--- src/rtl/ctrl_pkg.sv ---
// Shared control definitions: instruction kinds, opcode prefixes, halt word
// and the encoder's state type. The control decoder imports the same package.
package ctrl_pkg;

   typedef enum logic [2:0] {
      KIND_ALU    = 3'd0,
      KIND_BRANCH = 3'd1,
      KIND_LOADR  = 3'd2,
      KIND_LOADC  = 3'd3,
      KIND_STORE  = 3'd4,
      KIND_MOVE   = 3'd5
   } instr_kind_t;

   localparam logic [2:0] OP_BR  = 3'b100;
   localparam logic [2:0] OP_ST  = 3'b101;
   localparam logic [2:0] OP_LD  = 3'b110;
   localparam logic [2:0] OP_MOV = 3'b111;

   // ALU form with aluop=3, ra=3, rb=7; reserved as the program terminator.
   localparam logic [8:0] HALT_WORD = 9'b011111111;

   typedef enum logic [1:0] {
      ST_IDLE = 2'd0,
      ST_RUN  = 2'd1,
      ST_HALT = 2'd2,
      ST_DONE = 2'd3
   } enc_state_t;

endpackage

--- src/rtl/instr_pack.sv ---
// Combinational field packer: turns one instruction tuple into its 9-bit
// machine word and flags tuples that have no legal encoding.
module instr_pack
   import ctrl_pkg::*;
(
   input  logic [2:0] kind,
   input  logic [2:0] aluop,
   input  logic [2:0] ra,
   input  logic [2:0] rb,
   input  logic [5:0] imm,
   output logic [8:0] word,
   output logic       illegal
);

   // Select the encoding for the kind and detect unencodable field values.
   always_comb begin
      word    = '0;
      illegal = 1'b0;
      case (kind)
         KIND_ALU: begin
            word = {1'b0, aluop, ra[1:0], rb};
            // Only r0..r3 fit in the ra slot, and the halt pattern is reserved.
            if (ra[2] || ({aluop, ra, rb} == 9'b011_011_111)) begin
               illegal = 1'b1;
            end
         end
         KIND_BRANCH: word = {OP_BR, imm};
         KIND_LOADR:  word = {OP_LD, rb, 2'b00, 1'b0};
         KIND_LOADC: begin
            word = {OP_LD, imm[4:0], 1'b1};
            if (imm[5]) begin
               illegal = 1'b1;
            end
         end
         KIND_STORE:  word = {OP_ST, rb, 3'b000};
         KIND_MOVE:   word = {OP_MOV, ra, rb};
         default:     illegal = 1'b1;
      endcase
   end

endmodule

--- src/rtl/instr_encoder.sv ---
// Program-building encoder: accepts instruction tuples, writes their machine
// words to consecutive instruction memory addresses and optionally appends
// the halt word. The 9-bit address register doubles as the full flag: bit 8
// sets once address 255 has been written, so the counter can never wrap.
module instr_encoder
   import ctrl_pkg::*;
#(
   parameter logic [7:0] START_ADDR  = 8'd0,
   parameter bit         APPEND_HALT = 1'b1
) (
   input  logic       Clk,
   input  logic       Reset,
   input  logic       start,
   input  logic       in_valid,
   output logic       in_ready,
   input  logic [2:0] in_kind,
   input  logic [2:0] in_aluop,
   input  logic [2:0] in_ra,
   input  logic [2:0] in_rb,
   input  logic [5:0] in_imm,
   input  logic       in_last,
   output logic       wr_en,
   output logic [7:0] wr_addr,
   output logic [8:0] wr_data,
   output logic       busy,
   output logic       done,
   output logic       err,
   output logic [7:0] count
);

   enc_state_t state_reg, state_next;
   logic [8:0] addr_reg, addr_next;
   logic       wr_en_reg, wr_en_next;
   logic [7:0] wr_addr_reg, wr_addr_next;
   logic [8:0] wr_data_reg, wr_data_next;
   logic [7:0] count_reg, count_next;
   logic       err_reg, err_next;

   logic [8:0] pack_word;
   logic       pack_illegal;
   logic       accept;

   instr_pack u_pack (
      .kind    (in_kind),
      .aluop   (in_aluop),
      .ra      (in_ra),
      .rb      (in_rb),
      .imm     (in_imm),
      .word    (pack_word),
      .illegal (pack_illegal)
   );

   assign in_ready = (state_reg == ST_RUN) && !addr_reg[8];
   assign accept   = in_ready && in_valid;

   // Next-state, address/count and write-port logic.
   always_comb begin
      state_next   = state_reg;
      addr_next    = addr_reg;
      wr_en_next   = 1'b0;
      wr_addr_next = wr_addr_reg;
      wr_data_next = wr_data_reg;
      count_next   = count_reg;
      err_next     = err_reg;
      case (state_reg)
         ST_IDLE, ST_DONE: begin
            if (start) begin
               state_next = ST_RUN;
               addr_next  = {1'b0, START_ADDR};
               count_next = '0;
               err_next   = 1'b0;
            end
         end
         ST_RUN: begin
            if (addr_reg[8]) begin
               err_next   = 1'b1;
               state_next = ST_DONE;
            end else if (accept) begin
               if (pack_illegal) begin
                  err_next = 1'b1;
               end else begin
                  wr_en_next   = 1'b1;
                  wr_addr_next = addr_reg[7:0];
                  wr_data_next = pack_word;
                  addr_next    = addr_reg + 9'd1;
                  count_next   = count_reg + 8'd1;
               end
               if (in_last) begin
                  state_next = APPEND_HALT ? ST_HALT : ST_DONE;
               end else if (!pack_illegal && (addr_reg[7:0] == 8'hFF)) begin
                  // Memory filled before the program ended.
                  err_next   = 1'b1;
                  state_next = ST_DONE;
               end
            end
         end
         ST_HALT: begin
            state_next = ST_DONE;
            if (addr_reg[8]) begin
               err_next = 1'b1;
            end else begin
               wr_en_next   = 1'b1;
               wr_addr_next = addr_reg[7:0];
               wr_data_next = HALT_WORD;
               addr_next    = addr_reg + 9'd1;
               count_next   = count_reg + 8'd1;
            end
         end
         default: state_next = ST_IDLE;
      endcase
   end

   // State and output registers; reset drops any pending write.
   always_ff @(posedge Clk or posedge Reset) begin
      if (Reset) begin
         state_reg   <= ST_IDLE;
         addr_reg    <= '0;
         wr_en_reg   <= 1'b0;
         wr_addr_reg <= '0;
         wr_data_reg <= '0;
         count_reg   <= '0;
         err_reg     <= 1'b0;
      end else begin
         state_reg   <= state_next;
         addr_reg    <= addr_next;
         wr_en_reg   <= wr_en_next;
         wr_addr_reg <= wr_addr_next;
         wr_data_reg <= wr_data_next;
         count_reg   <= count_next;
         err_reg     <= err_next;
      end
   end

   assign wr_en   = wr_en_reg;
   assign wr_addr = wr_addr_reg;
   assign wr_data = wr_data_reg;
   assign count   = count_reg;
   assign err     = err_reg;
   assign busy    = (state_reg == ST_RUN) || (state_reg == ST_HALT);
   assign done    = (state_reg == ST_DONE);

endmodule

--- config.mk ---
export PLATFORM = sky130hd
export DESIGN_NAME = instr_encoder
export DESIGN_NICKNAME = d
export VERILOG_FILES = /design/src/rtl/ctrl_pkg.sv /design/src/rtl/instr_pack.sv /design/src/rtl/instr_encoder.sv
export SDC_FILE = /design/constraint.sdc
export NUM_CORES = 1
export LEC_CHECK = 0
export BUFFER_PORTS_ARGS = -buffer_cell sky130_fd_sc_hd__clkbuf_2
export CELL_PAD_IN_SITES_DETAIL_PLACEMENT = 0
export CELL_PAD_IN_SITES_GLOBAL_PLACEMENT = 1
export CORE_ASPECT_RATIO = 1.5
export CORE_UTILIZATION = 25
export DETAILED_ROUTE_END_ITERATION = 8
export PLACE_DENSITY_LB_ADDON = 0.1
export SKIP_LAST_GASP = 1
export SLEW_MARGIN = 0
export SYNTH_ARGS = -nofsm -noshare
export SYNTH_HDL_FRONTEND = slang
export SYNTH_SLANG_ARGS = --single-unit
--- constraint.sdc ---
create_clock -name Clk -period 5.1 [get_ports Clk]
set_clock_uncertainty 0.05 [all_clocks]
set_input_delay 0.765 -clock Clk [delete_from_list [all_inputs] [get_ports Clk]]
set_output_delay 0.765 -clock Clk [all_outputs]
set_load 0.01 [all_outputs]
==> flow_summary.ini <==
[cts]
clock_latency_ns = 0.28
path_clk_slew_ns = 0.05
ctsHoldBuffers = 0
postCtsSetupBuffers = 0
cts_resized = 0
clock-root-buffer = clkbuf_16
cts_max_level = 2
clock_path_buffers = 2
cts_tree = built
cts_buffers = 5
clock_sinks = 38

[worst_setup_path]
r2r_setup_slack_ns = 2.12
start_kind = input port
crit_arrival_ns = 3.18
cp.required_ns = 5.22
critical_path_class = in2reg
worst-path-max-fanout = 20
rr_endpoint = count[4]$_DFFE_PP0P_
reg2regPathDepth = 6
end_kind = flip-flop
reg2reg_from = state_reg[0]$_DFFE_PP0P_

[placed_design]
portBuffers = 52
gp_congestion = 0.7562
dp.cells = 425
dp_hpwl_um = 5569

[cells_and_area]
multi_input_area_mm2 = 0.001396
seq_area_um2 = 950.9
antennaDiodeCount = 0
drive_above_1_share = 0.2555
nFillCells = 1028
finalNonFillerCells = 432
synthToLayoutAreaGrowth_pct = 21.49
layout.nets = 349

[sta]
slew_viol_final = 0
fmax_ghz = 0.3263
timing.slew.headroom = 0.4812
setup_violations = 0
setup_tns_ns = 0
grt_setup_unrepaired = no
worstMarginPinSlew_ns = 0.7781
holdWs_ns = 0.4354
final.min_clock_period_ns = 3.065
hold_viol_final = 0
timing.final.crit_share = 0.6009

[synthesis]
syn_nets = 302
synth-main-ff-cell = dfrtp_1
synth_cell_type_count = 60
synth-async-reset-ratio = 1.000
ys_ff_latch = 38
synth_edf_count = 0
netlist_instances = 270
avgSynthCellArea_um2 = 9.143
ys_seq_area_frac = 0.3852
synth_area_mm2 = 0.002469
yosysWarnings = 0

[global_routing]
grt_start_max_net_pins = 39
grt.total_usage = 0.1525
gr-total-overflow = 0
grt_pass1_wl_um = 12150
first_global_vias = 2281
grt_antenna_before_repair = 0

[routing]
routed_via_density = 5.273
drc = 0
drt_wl_total_um = 7396
ant_nets = 0
wl_per_cell_um = 17.12
drtPass1Iterations = 4
dr_total_vias = 2278
drtIter0Drc = 125

[floorplan]
fp.dieH_um = 123.7
fp-row-count = 44
io_pins = 53
start_util = 0.2562
dieWidth_um = 83.14
die-area_mm2 = 0.01028
core_mm2 = 0.009634

[power]
power.density_mw_per_mm2 = 503.2
p_leak_uw = 0.001366
max-vdd-ir-drop_mv = 0.2221

[worst_hold_path]
holdPathStages = 1
hold_class = reg2reg
worstHoldStart = wr_addr[3]$_DFFE_PP0P_
holdPathEnd = wr_addr[3]$_DFFE_PP0P_

[outcome]
status = completed

[run]
drv_cap = 0
## through the flow
| stage | total power (uW) | setup WS, ns | util | area (um^2) |
|---|---|---|---|---|
| 3_5_place_dp | 1176 | 1.749 | 0.2938 | 2830 |
| 5_1_grt | 1634 | 1.837 | 0.3113 | 2999 |
| 2_1_floorplan | 920.1 | 2.658 | - | 2469 |
| 4_1_cts | 1548 | 2.026 | 0.3113 | 2999 |
| 3_3_place_gp | 1178 | 1.778 | 0.2938 | 2830 |
| 6_report | 1509 | 2.035 | 0.3113 | 2999 |
## cells in the mapped netlist, types with 2 or more instances
master / number / area share
mux2_1: 4 / 0.018
a21oi_1: 11 / 0.022
a21boi_0: 2 / 0.0061
o31ai_1: 6 / 0.018
o211ai_1: 6 / 0.018
dfrtp_1: 38 / 0.39
a21o_1: 2 / 0.0061
ha_1: 9 / 0.046
a2bb2oi_1: 5 / 0.018
and2_1: 3 / 0.0076
mux2i_1: 5 / 0.020
o21ai_0: 23 / 0.047
inv_1: 13 / 0.020
mux2_2: 9 / 0.041
inv_2: 2 / 0.0030
nor3_1: 6 / 0.012
o22ai_1: 5 / 0.013
nand2_1: 19 / 0.029
nor4_1: 2 / 0.0051
o2111a_1: 2 / 0.0091
o2111ai_1: 5 / 0.018
nor2_1: 15 / 0.023
o21ai_1: 4 / 0.0081
nand3_1: 11 / 0.022
nand2b_1: 4 / 0.010
clkbuf_1: 9 / 0.014
and3_1: 3 / 0.0076
o21a_1: 2 / 0.0061
nor2_2: 2 / 0.0051
and4_1: 2 / 0.0071
buf_2: 4 / 0.0081
nor2b_1: 2 / 0.0051
or3_1: 5 / 0.013
a22oi_1: 4 / 0.012
## report_power, final
part / internal [uW] / total [uW] / switching [uW]
Sequential: 376 / 440 / 64.5
Combinational: 257 / 708 / 451
Clock: 241 / 361 / 120
Total: 874 / 1510 / 635
## critical path: stages
cell and delay (ns):
clkbuf_2 0.27, ha_1 0.38, nor2_2 0.28, o2111a_1 0.49, o21a_1 0.58, mux2_2 0.40
## routing by layer
metal	global-route usage	part of all wire	vias up
met3	0.02386	0.034	14
li1	-	-	1104
met4	0.07220	0.034	0
met1	0.1661	0.40	1100
met5	0	0	-
met2	0.2889	0.54	60
## cell usage in the layout, fill, tap and decap left out, types with 9 or more instances in the layout
cell       n
nor2_1    15
mux2_2     9
ha_1       9
inv_1     13
dfrtp_1   38
nand3_1   11
clkbuf_2  52
a21oi_1   11
o21ai_0   23
nand2_1   19
## worst max path at each step
stage                                         from                      to  depth (start not counted)
final                                   in_kind[1]  wr_addr[0]$_DFFE_PP0P_                          6
after global routing      state_reg[0]$_DFFE_PP0P_    count[4]$_DFFE_PP0P_                          6
after global placement                  in_kind[1]  wr_addr[0]$_DFFE_PP0P_                          6
after CTS                 state_reg[0]$_DFFE_PP0P_    count[4]$_DFFE_PP0P_                          6
after detailed placement                in_kind[1]  wr_addr[1]$_DFFE_PP0P_                          6
after floorplan                         in_kind[1]  wr_addr[3]$_DFFE_PP0P_                          7
## cells by family after synthesis
group,share of synthesized area
compound gates,0.2636
xor+xnor,0.003549
fa+ha+maj,0.04562
buf+inv,0.04917
flops,0.3852
mux,0.07957
simple gates,0.1733
## area by class of cell
type,instances,share of cell area
well taps,115,0.04798
inverters,15,0.01877
clock buffers,6,0.04631
repair buffers,55,0.09428
clock inverters,1,0.01001
multi-input cells,202,0.4656
flip-flops and latches,38,0.3171
(Power assumes the default switching activity.)
